<file path="src/rtl/edc_pkg.sv">
// Shared encodings and constants for the EDC scrubber.
package edc_pkg;

  typedef enum logic [2:0] {
    ST_IDLE,
    ST_WAIT,
    ST_RD,
    ST_WB,
    ST_NEXT
  } scrub_state_t;

  typedef enum logic {
    OWN_M = 1'b0,
    OWN_S = 1'b1
  } owner_t;

  localparam logic [15:0] SAT_MAX = 16'hFFFF;

  // Word-stepping address with wrap back to the window base.
  function automatic logic [31:0] next_adr(input logic [31:0] adr,
                                           input logic [31:0] base,
                                           input logic [31:0] last);
    return (adr == last) ? base : adr + 32'd4;
  endfunction

endpackage

</file>
<file path="src/rtl/edc_sat_cnt.sv">
// 16-bit event counter that sticks at its maximum value.
module edc_sat_cnt
  import edc_pkg::*;
(
  input  logic        clk,
  input  logic        rst_n,
  input  logic        inc,
  output logic [15:0] count
);

  always_ff @(posedge clk or negedge rst_n) begin
    if (!rst_n) begin
      count <= '0;
    end else if (inc && (count != SAT_MAX)) begin
      count <= count + 16'd1;
    end
  end

endmodule

</file>
<file path="src/rtl/edc_scrubber.sv">
// Background scrubber sharing a Wishbone EDC memory port with a core master.
module edc_scrubber
  import edc_pkg::*;
#(
  parameter int unsigned WB_DWIDTH      = 32,
  parameter int unsigned WB_SWIDTH      = 4,
  parameter logic [31:0] SCRUB_BASE     = 32'h0000_0000,
  parameter int unsigned SCRUB_WORDS    = 1024,
  parameter int unsigned SCRUB_INTERVAL = 256
) (
  input  logic                 i_clk,
  input  logic                 i_rst_n,
  input  logic                 i_scrub_en,
  input  logic [31:0]          i_m_adr,
  input  logic [WB_SWIDTH-1:0] i_m_sel,
  input  logic                 i_m_we,
  input  logic [WB_DWIDTH-1:0] i_m_dat,
  input  logic                 i_m_cyc,
  input  logic                 i_m_stb,
  output logic [WB_DWIDTH-1:0] o_m_dat,
  output logic                 o_m_ack,
  output logic                 o_m_err,
  output logic [31:0]          o_s_adr,
  output logic [WB_SWIDTH-1:0] o_s_sel,
  output logic                 o_s_we,
  output logic [WB_DWIDTH-1:0] o_s_dat,
  output logic                 o_s_cyc,
  output logic                 o_s_stb,
  input  logic [WB_DWIDTH-1:0] i_s_dat,
  input  logic                 i_s_ack,
  input  logic                 i_s_err,
  input  logic                 i_s_ced,
  output logic [15:0]          o_ce_count,
  output logic [15:0]          o_ue_count,
  output logic                 o_scrub_busy
);

  localparam logic [31:0]   SCRUB_LAST = SCRUB_BASE + 32'(4 * (SCRUB_WORDS - 1));
  localparam int unsigned   IW         = (SCRUB_INTERVAL > 1) ? $clog2(SCRUB_INTERVAL) : 1;
  localparam logic [IW-1:0] IV_LAST    = IW'(SCRUB_INTERVAL - 1);

  scrub_state_t         state;
  owner_t               owner;
  logic [31:0]          scrub_adr;
  logic [IW-1:0]        ivl_cnt;
  logic                 sc_cyc;
  logic                 sc_we;
  logic [WB_DWIDTH-1:0] sc_dat;
  logic                 ce_inc;
  logic                 ue_inc;

  always_ff @(posedge i_clk or negedge i_rst_n) begin
    if (!i_rst_n) begin
      state     <= ST_IDLE;
      owner     <= OWN_M;
      scrub_adr <= SCRUB_BASE;
      ivl_cnt   <= '0;
      sc_cyc    <= 1'b0;
      sc_we     <= 1'b0;
      sc_dat    <= '0;
    end else begin
      case (state)
        ST_IDLE: begin
          if (i_scrub_en) begin
            state   <= ST_WAIT;
            ivl_cnt <= '0;
          end
        end
        ST_WAIT: begin
          if (!i_scrub_en) begin
            state <= ST_IDLE;
          end else if (ivl_cnt != IV_LAST) begin
            ivl_cnt <= ivl_cnt + IW'(1);
          end else if (!i_m_cyc) begin
            // Expired and the master is idle: grab the bus. A busy master keeps it.
            owner   <= OWN_S;
            sc_cyc  <= 1'b1;
            sc_we   <= 1'b0;
            ivl_cnt <= '0;
            state   <= ST_RD;
          end
        end
        ST_RD: begin
          if (i_s_err) begin
            sc_cyc <= 1'b0;
            state  <= ST_NEXT;
          end else if (i_s_ack) begin
            sc_dat <= i_s_dat;
            if (i_s_ced) begin
              sc_we <= 1'b1;
              state <= ST_WB;
            end else begin
              sc_cyc <= 1'b0;
              state  <= ST_NEXT;
            end
          end
        end
        ST_WB: begin
          if (i_s_ack || i_s_err) begin
            sc_cyc <= 1'b0;
            sc_we  <= 1'b0;
            state  <= ST_NEXT;
          end
        end
        ST_NEXT: begin
          owner     <= OWN_M;
          sc_we     <= 1'b0;
          scrub_adr <= next_adr(scrub_adr, SCRUB_BASE, SCRUB_LAST);
          ivl_cnt   <= '0;
          state     <= i_scrub_en ? ST_WAIT : ST_IDLE;
        end
        default: begin
          state <= ST_IDLE;
        end
      endcase
    end
  end

  assign ce_inc = (state == ST_RD) && i_s_ack && !i_s_err && i_s_ced;
  assign ue_inc = (state == ST_RD) && i_s_err;

  edc_sat_cnt u_ce_cnt (
    .clk   (i_clk),
    .rst_n (i_rst_n),
    .inc   (ce_inc),
    .count (o_ce_count)
  );

  edc_sat_cnt u_ue_cnt (
    .clk   (i_clk),
    .rst_n (i_rst_n),
    .inc   (ue_inc),
    .count (o_ue_count)
  );

  assign o_scrub_busy = (owner == OWN_S);

  always_comb begin
    o_m_dat = i_s_dat;
    o_m_ack = (owner == OWN_M) && i_s_ack;
    o_m_err = (owner == OWN_M) && i_s_err;

    o_s_adr = '0;
    o_s_sel = '0;
    o_s_we  = 1'b0;
    o_s_dat = '0;
    o_s_cyc = 1'b0;
    o_s_stb = 1'b0;
    if (!i_rst_n) begin
      // Downstream request is forced quiet while reset is held.
    end else if (owner == OWN_M) begin
      o_s_adr = i_m_adr;
      o_s_sel = i_m_sel;
      o_s_we  = i_m_we;
      o_s_dat = i_m_dat;
      o_s_cyc = i_m_cyc;
      o_s_stb = i_m_stb;
    end else begin
      o_s_adr = scrub_adr;
      o_s_sel = '1;
      o_s_we  = sc_we;
      o_s_dat = sc_dat;
      o_s_cyc = sc_cyc;
      o_s_stb = sc_cyc;
    end
  end

endmodule

</file>
<file path="config.mk">
export PLATFORM = sky130hd
export DESIGN_NAME = edc_scrubber
export DESIGN_NICKNAME = d
export VERILOG_FILES = /design/src/rtl/edc_pkg.sv /design/src/rtl/edc_sat_cnt.sv /design/src/rtl/edc_scrubber.sv
export SDC_FILE = /design/constraint.sdc
export NUM_CORES = 1
export LEC_CHECK = 0
export ABC_AREA = 1
export CORE_AREA = 2 2 142 130
export DETAILED_ROUTE_END_ITERATION = 8
export DIE_AREA = 0 0 144 132
export HOLD_SLACK_MARGIN = 0.03
export PLACE_DENSITY = 0.79
export SLEW_MARGIN = 20
export SYNTH_ARGS = -nofsm -noshare
export SYNTH_HDL_FRONTEND = slang
export SYNTH_SLANG_ARGS = --single-unit
export TNS_END_PERCENT = 1
</file>
<file path="constraint.sdc">
create_clock -name i_clk -period 3.1 [get_ports i_clk]
set_input_delay 0.62 -clock i_clk [delete_from_list [all_inputs] [get_ports i_clk]]
set_output_delay 0.62 -clock i_clk [all_outputs]
set_load 0.005 [all_outputs]
</file>
==> flow_summary.toml <==
[sta]
worstMarginPinSlew_ps = 518
hold_violations = 0
drv_slew = 0
max_freq_mhz = 355
rsz0062_at_grt = "no"
min_period_ps = 2820
final.setup.tns_ps = 0
setup-violations-final = 0
fin_ws_ps = 281
timing.final.crit_share_pct = 90.9
max_slew_margin_pct = 65.5
skew_ps = 10.4

[global_routing]
grt_usage_pct = 22.9
grt_max_degree = 53
grt_pass1_vias = 6972
antenna_found_initial = 0
grt-ovfl-total = 0
grt_pass1_wl_um = 35100

[detailed_routing]
wl_met3_um = 1370
top_layer = "met4"
ant_nets = 0
routedWlPerCell_um = 14.6
drt-initial-drc-count = 414
met1_length_um = 9290
drcViolationCount = 0
via_per_inst = 4.94
vias = 7291
first_pass_iters = 5
met2_wirelength_um = 10500
routed_wl_um = 21600

[critical_path]
reg2reg_slack_ps = 1070
critPathMaxFanout = 47
critPathKind = "flop to output port"
arrival_ps = 2200
startpoint_type = "flop"
timing.rr.end = "u_ce_cnt.count[12]$_DFFE_PN0P_"
cp-end-kind = "output port"
required_ps = 2480
r2r-start = "u_ce_cnt.count[0]$_DFFE_PN0P_"
rr_worst_depth = 8

[clocking]
cts.sinks = 108
clk_latency_ps = 360
cts_buffer_depth = 2
cts_tree = "built"
post-cts-setup-buffer-count = 0
clk_pin_slew_ps = 70
cts_made_buffers = 9
htree_levels = 3
cts_hold_buf = 0
root_buffer = "clkbuf_16"
post_cts_resized = 0

[floorplan]
core_sq_mm = 0.0174
start_util_pct = 41.3
die_area_sq_mm = 0.0190
die_width_um = 144
ioPinCount = 247
dieHeight_um = 132
rows = 46

[power_and_ir_drop]
p_leak_uw = 0.00439
power_density_mw_per_mm2 = 529
ir_drop_uv = 325

[yosys]
syn_avg_cell_area_sq_um = 7.02
syn-num-nets = 1140
synthTopCellsByCount = "nand2_1 (341), nor2_1 (114), dfrtp_1 (108)"
synth.area.top_cells = "dfrtp_1 (37%), nand2_1 (18%), nor2_1 (5.9%)"
synth-edff-count = 0
synthFlopType = "dfrtp_1"
async_flop_share_pct = 100
synth_cells = 1027
synth_top_area_share_pct = 37.5
ys_warn_count = 0
ys_seq_area_share_pct = 37.5
synth.largest_area_cell = "dfrtp_1"
ys_types = 36
synth_area_sq_mm = 0.00721
synth.most_common_cell = "nand2_1"
synth-seq-cells = 108

[min_path]
min_path_type = "input port to async pin"

[placement]
port_buffers = 246
dp_worst_setup_slack_ps = 493
hpwl_um = 16600
gp_congestion = 0.926
placed_cells = 1460

[run]
drv_cap = 0

[final_layout]
area_growth_syn_to_layout_pct = 38.7
drive_gt1_share_pct = 8.17
fillCellCount = 1646
antennaDiodeCount = 0
nets = 1344
final_cells = 1476

[outcome]
status = "finished clean"
final cells by class:
cell class / instances / area, sq um / area share, %
multi-input combinational: 761 / 3730 / 37.3
sequential: 108 / 2700 / 27.0
timing repair buffer: 259 / 2590 / 25.9
inverter: 92 / 349 / 3.49
tap: 240 / 300 / 3.00
clock buffer: 10 / 239 / 2.39
clock inverter: 6 / 86.3 / 0.864
worst max path at each step:
stage / startpoint / endpoint / cells past startpoint
2_1_floorplan: i_rst_n / o_s_adr[10] / 4
3_3_place_gp: i_m_stb / o_s_stb / 4
3_5_place_dp: i_m_stb / o_s_stb / 4
4_1_cts: o_scrub_busy$_DFFE_PN0P_ / o_s_stb / 5
5_1_grt: o_scrub_busy$_DFFE_PN0P_ / o_s_stb / 5
6_report: o_scrub_busy$_DFFE_PN0P_ / o_s_stb / 5
kinds of logic after synthesis:
| group | synth area share (%) |
|---|---|
| and+or+nand+nor | 35.3 |
| buffers and inverters | 10.7 |
| DFF | 37.5 |
| AOI/OAI and AO/OA | 6.60 |
| xor gates and xnor gates | 4.13 |
| muxes | 5.00 |
| adders and majority gates | 0.694 |
layout by cell type, fill, tap and decap left out, types with 4 or more instances in the layout:
cell / n
a21oi_1: 44
buf_4: 11
clkbuf_16: 9
clkdlybuf4s50_1: 245
dfrtp_1: 108
ha_1: 4
inv_1: 86
mux2_2: 32
nand2_1: 341
nand2_2: 16
nand3_1: 82
nand3_2: 4
nand4_1: 17
nor2_1: 114
nor3_1: 7
nor3_2: 4
o21ai_0: 43
o21ai_1: 5
xnor2_1: 19
xor2_1: 15
worst max-delay path, cell delays in order (launching register included):
cell	delay [ps]
dfrtp_1	400
buf_12	240
nand2_1	80
buf_4	210
o21ai_0	280
clkdlybuf4s50_1	640
sequential cells by signal, indices dropped and copies added (netlist names):
name	count
sc_dat	32
scrub_adr	30
u_ce_cnt.count	16
u_ue_cnt.count	16
ivl_cnt	8
state	3
o_scrub_busy	1
sc_cyc	1
sc_we	1
metal layers:
layer  vias to the layer above  track usage [%]
li1                       3644                -
met1                      3387             29.8
met2                       231             39.0
met3                        29             3.67
met4                         0             7.41
met5                         -                0
through the flow:
stage          util (%)  total power, uW  cell area (sq um)  hold WS, ps
5_1_grt            57.3             5650               9990         59.9
3_5_place_dp       55.4             4060               9670          443
2_1_floorplan         -             3020               7210          324
3_3_place_gp       55.4             4010               9670          442
4_1_cts            57.3             5350               9990         59.0
6_report           57.3             5290               9990         68.2
where the power goes:
| group | leakage [uW] | internal [uW] | switching, uW |
|---|---|---|---|
| logic | 0.00278 | 1080 | 1040 |
| clock network | 0.000159 | 731 | 535 |
| registers | 0.00145 | 1690 | 208 |
| total | 0.00439 | 3500 | 1790 |
No activity file was read; power rests on OpenSTA's default activity.
